===== src/rtl/decode_unpack.sv =====
// decode_unpack
//   Bit-stream unpacker for the LZS decode path. Source words (IN_W bits) are
//   fetched from the compressed-source FIFO into a 2*IN_W-bit buffer whose MSB
//   is always the oldest unconsumed stream bit. The token controller sees a
//   PEEK_W-bit look-ahead window, consumes 1..PEEK_W bits per cycle and can
//   skip to the next byte boundary of the stream.
//
// Ports
//   clk           rising-edge clock
//   rst           asynchronous active-low reset
//   ce            fetch enable (blocks new requests only)
//   fo_full       downstream FIFO full (blocks new requests only)
//   src_empty     source FIFO empty
//   m_src_getn    active-low source read strobe, one cycle per word
//   fi            source word, valid the cycle after m_src_getn is low
//   stream_data   look-ahead window, stream_data[PEEK_W-1] is the oldest bit
//   stream_valid  window holds at least PEEK_W valid bits
//   stream_width  number of bits consumed by stream_ack
//   stream_ack    consume stream_width bits
//   stream_align  discard bits up to the next byte boundary (after the ack)
//   bit_cnt       bits consumed since reset, wrapping
//   err           sticky protocol-error flag
module decode_unpack #(
  parameter int IN_W      = 64,
  parameter int PEEK_W    = 13,
  parameter int WID_W     = 4,
  parameter int CNT_W     = 32,
  parameter bit MSB_FIRST = 1'b1
) (
  input  logic              clk,
  input  logic              rst,
  input  logic              ce,
  input  logic              fo_full,
  input  logic              src_empty,
  output logic              m_src_getn,
  input  logic [IN_W-1:0]   fi,
  output logic [PEEK_W-1:0] stream_data,
  output logic              stream_valid,
  input  logic [WID_W-1:0]  stream_width,
  input  logic              stream_ack,
  input  logic              stream_align,
  output logic [CNT_W-1:0]  bit_cnt,
  output logic              err
);

  localparam int BUF_W = 2 * IN_W;
  localparam int LVL_W = $clog2(BUF_W + 1);

  logic [BUF_W-1:0] r_buf;
  logic [LVL_W-1:0] r_level;
  logic             r_rd_pend;
  logic [CNT_W-1:0] r_bit_cnt;
  logic             r_err;

  logic             w_req;
  logic             w_wid_ok;
  logic             w_bad;
  logic [LVL_W-1:0] w_ack_w;
  logic [2:0]       w_pad_sum;
  logic [2:0]       w_pad;
  logic [LVL_W-1:0] w_removed;
  logic [LVL_W-1:0] w_surv;
  logic [IN_W-1:0]  w_word;
  logic [BUF_W-1:0] w_keep;
  logic [BUF_W-1:0] w_buf_next;

  function automatic logic [IN_W-1:0] f_rev(input logic [IN_W-1:0] v);
    logic [IN_W-1:0] r;
    for (int i = 0; i < IN_W; i++) r[i] = v[IN_W-1-i];
    return r;
  endfunction

  always_comb begin
    // The read strobe is combinational so a request can follow an arrival
    // directly, giving one word every two cycles; gated by rst so it idles
    // high during reset.
    w_req = rst && !r_rd_pend && (r_level <= LVL_W'(IN_W)) && ce && !fo_full && !src_empty;
    m_src_getn   = !w_req;
    stream_valid = (r_level >= LVL_W'(PEEK_W));
    stream_data  = (r_level == '0) ? '0 : r_buf[BUF_W-1 -: PEEK_W];

    w_wid_ok = (stream_width != '0) && (stream_width <= WID_W'(PEEK_W));
    w_bad    = (stream_ack && (!w_wid_ok || !stream_valid)) || (stream_align && !stream_valid);

    // Any protocol violation in a cycle cancels that cycle's consumption.
    w_ack_w   = (stream_ack && !w_bad) ? LVL_W'(stream_width) : '0;
    w_pad_sum = r_bit_cnt[2:0] + w_ack_w[2:0];
    w_pad     = 3'd0 - w_pad_sum;
    w_removed = w_ack_w + ((stream_align && !w_bad) ? LVL_W'(w_pad) : '0);

    // An align asked for before its pad bits have arrived can only drop what
    // is buffered; the level saturates at zero rather than wrapping.
    w_surv = (w_removed > r_level) ? '0 : (r_level - w_removed);

    w_word = MSB_FIRST ? fi : f_rev(fi);

    // Keep only the surviving bits so stale contents below the level never
    // leak into the freshly appended word.
    w_keep     = ~({BUF_W{1'b1}} >> w_surv);
    w_buf_next = ((r_buf << w_removed) & w_keep)
               | (r_rd_pend ? ({w_word, {IN_W{1'b0}}} >> w_surv) : '0);
  end

  always_ff @(posedge clk or negedge rst) begin
    if (!rst) begin
      r_level   <= '0;
      r_rd_pend <= 1'b0;
      r_bit_cnt <= '0;
      r_err     <= 1'b0;
    end else begin
      r_rd_pend <= w_req;
      r_level   <= w_surv + (r_rd_pend ? LVL_W'(IN_W) : '0);
      r_bit_cnt <= r_bit_cnt + CNT_W'(w_removed);
      if (w_bad) r_err <= 1'b1;
    end
  end

  // Buffer contents are qualified by r_level, so they need no reset.
  always_ff @(posedge clk) begin
    r_buf <= w_buf_next;
  end

  assign bit_cnt = r_bit_cnt;
  assign err     = r_err;

endmodule


===== config.mk =====
export PLATFORM = sky130hd
export DESIGN_NAME = decode_unpack
export DESIGN_NICKNAME = d
export VERILOG_FILES = /design/src/rtl/decode_unpack.sv
export SDC_FILE = /design/constraint.sdc
export NUM_CORES = 1
export LEC_CHECK = 0
export ABC_AREA = 0
export CORE_MARGIN = 3
export CORE_UTILIZATION = 25
export DETAILED_ROUTE_END_ITERATION = 8
export HOLD_SLACK_MARGIN = 0.06
export PLACE_DENSITY = 0.44
export SYNTH_ARGS = -nofsm -noshare
export SYNTH_HDL_FRONTEND = slang
export SYNTH_SLANG_ARGS = --single-unit

===== constraint.sdc =====
create_clock -name clk -period 14 [get_ports clk]
set_input_delay 1.4 -clock clk [delete_from_list [all_inputs] [get_ports clk]]
set_output_delay 1.4 -clock clk [all_outputs]
set_load 0.02 [all_outputs]

# [Word level (Yosys, flattened, before mapping)]
# Cells that the tools add are included.
[op_classes] n_mux=6 bitwise=3 shift=3 n_reduce_logical=21 n_lt_le_gt_ge=4 addsub=6
[op_table] cell="bitwise AND 128 bit" count=1
[op_table] cell="2-to-1 mux 128 bit" count=1
[op_table] cell="NOT 128 bit" count=1
[op_table] cell="OR 128 bit" count=1
[op_table] cell="<< shifter 128 x 5 -> 128 bit" count=1
[op_table] cell=">> shifter 128 x 8 -> 128 bit" count=1
[op_table] cell=">> shifter 128 x 8 -> 128 bit, first input constant" count=1
[op_table] cell="adder 32 x 5 -> 32 bit" count=1
[op_table] cell="2-to-1 mux 13 bit" count=1
[op_table] cell="logical AND 1 bit" count=10
[op_table] cell="adder 8 x 7 -> 8 bit" count=1
[op_table] cell=">= comparator 8 x 4 -> 1 bit, second input constant" count=1
[op_table] cell="greater-than comparator 5 x 8 -> 1 bit" count=1
[op_table] cell="less-or-equal comparator 8 x 7 -> 1 bit, second input constant" count=1
[op_table] cell="zero test 8 bit" count=1
[op_table] cell="2-to-1 mux 8 bit" count=1
[op_table] cell="subtractor 8 x 5 -> 8 bit" count=1
[op_table] cell="zero test 1 bit" count=7
[op_table] cell="2-to-1 mux 7 bit" count=1
[op_table] cell="adder 4 x 3 -> 5 bit" count=1
[op_table] cell="less-or-equal comparator 4 bit, second input constant" count=1
[op_table] cell="2-to-1 mux 4 bit" count=1
[op_table] cell="nonzero test 4 bit" count=1
[op_table] cell="adder 3 bit" count=1
[op_table] cell="3 further kinds" count=4
[totals] register_bits=170 in_bits=75

# [Depth between registers and ports, before layout]
[logic_depth] word_depth=19 ltp_mapped=34 mapped_depth_nobuf=27

# [Worst setup path before layout]
# OpenSTA, ideal clock, no wires.
[synth_path] kind="input port to flip-flop" start="input port stream_width[1]" end="register r_buf[13]" t_arrival_ns=7.152 path_slack_ns=6.725 path_stages=30 path_cell_list="and3_1 o21ai_1 and2_1 nand3_1 ha_1 ha_1 xnor2_1 xnor2_1 xnor2_1 nor2_1 ha_1 o21a_1 nor2_1 nor3_1 inv_1 clkbuf_1 clkbuf_1 ha_1 clkbuf_1 or4_4 buf_6 o21ai_4 buf_6 buf_12 mux2_2 a22oi_1 a2bb2oi_1 mux2_2 a221oi_1 o21bai_1"
[synth_via] elab_chain_cells=19
[synth_rtl] element="start: declaration" line_no="39" source="input logic [WID_W-1:0] stream_width,"
[synth_rtl] element="less-or-equal comparator 4 bit / nonzero test 4 bit (equally long branches)" line_no="82" source="w_wid_ok = (stream_width != '0) && (stream_width <= WID_W'(PEEK_W));"
[synth_rtl] element="logical AND 1 bit" line_no="82"
[synth_rtl] element="zero test 1 bit" line_no="83" source="w_bad = (stream_ack && (!w_wid_ok || !stream_valid)) || (stream_align && !stream_valid);"
[synth_rtl] element="logical OR 1 bit" line_no="83"
[synth_rtl] element="logical AND 1 bit" line_no="83"
[synth_rtl] element="logical OR 1 bit" line_no="83"
[synth_rtl] element="zero test 1 bit" line_no="86, 89"
[synth_rtl] element="logical AND 1 bit" line_no="86" source="w_ack_w = (stream_ack && !w_bad) ? LVL_W'(stream_width) : '0;"
[synth_rtl] element="[... 4 more ...]"
[synth_rtl] element="adder 4 x 3 -> 5 bit *" line_no="89" source="w_removed = w_ack_w + ((stream_align && !w_bad) ? LVL_W'(w_pad) : '0);"
[synth_rtl] element="subtractor 8 x 5 -> 8 bit / greater-than comparator 5 x 8 -> 1 bit (equally long branches)" line_no="93" source="w_surv = (w_removed > r_level) ? '0 : (r_level - w_removed);"
[synth_rtl] element="2-to-1 mux 8 bit" line_no="93"
[synth_rtl] element=">> shifter 128 x 8 -> 128 bit" line_no="99" source="w_keep = ~({BUF_W{1'b1}} >> w_surv);"
[synth_rtl] element="NOT 128 bit" line_no="99"
[synth_rtl] element="bitwise AND 128 bit" line_no="100" source="w_buf_next = ((r_buf << w_removed) & w_keep)"
[synth_rtl] element="OR 128 bit *" line_no="101" source="| (r_rd_pend ? ({w_word, {IN_W{1'b0}}} >> w_surv) : '0);"
[synth_rtl] element="named net w_buf_next[13]" line_no="65" source="logic [BUF_W-1:0] w_buf_next;"
[synth_rtl] element="end signal: assignment" line_no="120" source="r_buf <= w_buf_next;"
[synth_rtl] element="end: declaration" line_no="49" source="logic [BUF_W-1:0] r_buf;"
# Mark *: on every way through the listed nets, which the timed path passes. The rest lies on a longest branch.
# A chain may end at the register's enable or synchronous reset.

# [Worst setup path after layout]
[layout_path] start="input port stream_width[1]" end="register r_buf[67]"
# Same word-level chain as after synthesis.

==> summary.md <==
| Metric | Value |
|---|---|
| DIE WIDTH | `about 300 µm` |
| Max-Cap Viols | `0` |
| Async set or reset register ratio after synthesis | `0.247` |
| H-Tree Depth | `4` |
| Slowest cell on crit path | `o221ai_1` |
| Syn avg cell area | `approximately 7.4 µm²` |
| Grt total ovfl | `0` |
| Clk_skew | `roughly 16 ps` |
| Largest net degree at the start of global routing | `between 100 and 150` |
| Primary FF master, synth | `dfxtp_1` |
| Mapped Cells | `around 2800` |
| Cell Count, Final, Fillers Out | `between 3000 and 4000` |
| Synth-to-Final Area Change | `12.7%` |
| I/O Buffers | `about 120` |
| TritonRoute pass-1 iters | `9` |
| Vias/cell | `between 6 and 7` |
| Syn Nets | `about 3000` |
| I/O pin count | `~120` |
| Global-route wire length before repair | `178000 µm` |
| Slew of the pin with the lowest slew margin | `around 1300 ps` |
| Post-CTS setup buffers | `0` |
| Fin nets | `approximately 2900` |
| Initial antenna violation count | `10` |
| Worst-path clk slew | `approximately 80 ps` |
| Drt total wl | `around 130000 µm` |
| Cell area after technology mapping | `between 20000 and 25000 µm²` |
| Post-synth EDFFs | `0` |
| Total track usage | `0.280` |
| Final Wtd Congestion | `between 1 and 1.5` |
| Die Height | `around 300 µm` |
| Placed insts | `just under 4000` |
| Final setup vio count | `0` |
| Netlist cell types | `96` |
| Startpoint types | `input port` |
| Crit share post-route | `0.742` |
| Worst hold path type | `reg -> reg` |
| FP Rows | `~110` |
| Later-pin clock latency in the skew report | `just over 500 ps` |
| Largest area contributor in the netlist | `mux2i_1` |
| Routed WL per cell | `between 30 and 40 µm` |
| Post-synth top area share | `0.169` |
| # hold bufs at CTS | `0` |
| Critical Path Max Stage Delay | `between 700 and 800 ps` |
| CP Class | `in -> reg` |
| Failing checks | `design-rule violations` |
| CP required | `between 10000 and 15000 ps` |
| Vias | `approximately 24000` |
| Post-detail-place hpwl | `about 96000 µm` |
| Vias in the first global route | `around 23000` |
| Outcome | `finished with violations` |
| Most frequent cells in the layout | `mux2i_1 (357), nor2_1 (293), nand2_1 (268)` |
| Largest fanout on the critical path | `between 100 and 150` |
| Pins over their slew limit | `0` |
| Die area | `roughly 88000 µm²` |
| Initial DRC count | `roughly 3500` |
| Most frequent CP cell | `ha_1` |
| Largest cells by area after synthesis | `mux2i_1 (17%), dfxtp_1 (12%), mux2_2 (5.6%)` |
| Ys Warns | `0` |
| DRC violations left | `1` |
| Clock Tree Buf Depth | `2` |
| DRT antenna net count | `0` |
| Period minus WS final | `between 10000 and 15000 ps` |
| Sequential fraction of the synthesis area | `0.171` |
| Most common cell after layout, fill and taps aside | `mux2i_1` |
| CTS tree | `built` |
| Yosys reg bits | `170` |
| Placed standard-cell area | `23200 µm²` |
| Initial Util | `0.255` |
| Fmax | `96.3 MHz` |
| Root buffer cell | `clkbuf_16` |
| CTS Buf Count | `17` |
| RSZ-0062 raised after global routing | `false` |
| Critical Path AT | `between 10000 and 15000 ps` |
| Core Area | `~83000 µm²` |
| Share of post-route cells with drive strength above 1 | `0.101` |
| # resized after CTS | `0` |
| Filler cell count | `between 9000 and 10000` |
| CTS sink cnt | `170` |
| Max_slew headroom | `0.135` |
| Post-Layout Inst Area | `around 24000 µm²` |
| Final hold vios | `0` |
| Setup TNS | `0 ps` |
| Critical Path Sink Type | `register` |
-- routing by layer --
layer  part of all wire  vias up  GRT usage
met3              0.099      333     0.0650
met1               0.43    11900      0.394
met2               0.40     1636      0.395
met5            0.00030        -          0
met4              0.062        6      0.147
li1                   -    10600          -
-- layout make-up --
class	count	area (µm²)	share of cell area
multi-input combinational	2380	16300	0.686
sequential	170	3610	0.152
timing repair buffer	188	1750	0.0736
tap	1123	1410	0.0591
clock buffer	17	425	0.0179
clock inverter	15	141	0.00595
inverter	34	129	0.00542
antenna	4	10.0	0.000421
-- through the flow --
step	hold slack, ps	setup slack, ps	util
final	484	3620	0.287
after global routing	507	3360	0.287
after CTS	483	3950	0.287
after detailed placement	471	3430	0.280
after global placement	459	3460	0.280
after floorplan	477	6730	-
-- cell families (layout without fill, tap and decap cells) --
logic type	Yosys count	count (layout)	synth area share
AND/OR/NAND/NOR	887	887	0.190
multiplexers	480	480	0.244
AO/OA/AOI/OAI	952	952	0.300
other	0	4	0
flip-flops	170	170	0.171
adder cells (fa/ha/maj)	18	18	0.0114
buffers and inverters	297	254	0.0638
XOR/XNOR	43	43	0.0186
-- critical path: cells and delay by family --
kind	cells	cell delay, ps
simple gates	6	1060
fa+ha+maj	4	1390
xor+xnor	4	700
mux	1	530
buf+inv	7	2650
compound gates	7	2890
-- path summary, 6_finish.rpt --
path                                      start           to  slack [ps]  cells past startpoint
worst max-delay path            stream_width[1]    r_buf[67]        3620                     29
worst min-delay path                bit_cnt[31]  bit_cnt[31]         480                      1
worst max register to register       r_level[6]    r_buf[67]        4480                     28
worst min register to register      bit_cnt[31]  bit_cnt[31]         480                      1
max in group asynchronous                   rst   bit_cnt[2]       12630                      2
min in group asynchronous                   rst   bit_cnt[8]         970                      2
-- state kept, by name, summed over array words and instances, names as in the netlist --
signal and count:
r_buf 128, r_rd_pend 1, r_level 8, err 1, bit_cnt 32
-- cells in the mapped netlist, types with 7 or more instances --
| cell | number |
|---|---|
| a31oi_1 | 12 |
| inv_1 | 31 |
| nand2b_1 | 14 |
| dfrtp_1 | 42 |
| a21o_1 | 18 |
| o31ai_1 | 10 |
| clkbuf_1 | 108 |
| o221ai_1 | 49 |
| ha_1 | 16 |
| o21ai_0 | 192 |
| a2bb2oi_1 | 25 |
| and3_1 | 17 |
| a221oi_1 | 10 |
| o32ai_1 | 22 |
| xnor2_1 | 30 |
| dfxtp_1 | 128 |
| o21a_1 | 9 |
| or3_1 | 9 |
| mux2_2 | 105 |
| o22ai_1 | 79 |
| and2_1 | 28 |
| o31a_1 | 16 |
| nor2_1 | 297 |
| o21ai_1 | 22 |
| a211o_1 | 19 |
| a22o_1 | 17 |
| mux2i_1 | 357 |
| o22a_1 | 22 |
| xor2_1 | 11 |
| a21oi_1 | 235 |
| buf_1 | 31 |
| a221o_1 | 10 |
| mux4_2 | 17 |
| nor3_1 | 85 |
| a211oi_1 | 43 |
| buf_2 | 108 |
| nand3_1 | 61 |
| nor4_1 | 18 |
| nor2b_1 | 54 |
| o211ai_1 | 48 |
| buf_4 | 7 |
| a22oi_1 | 27 |
| nand2_1 | 269 |
| buf_6 | 7 |
Power is not shown: default switching activity piles up to over one toggle a cycle in this logic, so the estimate is an artifact.
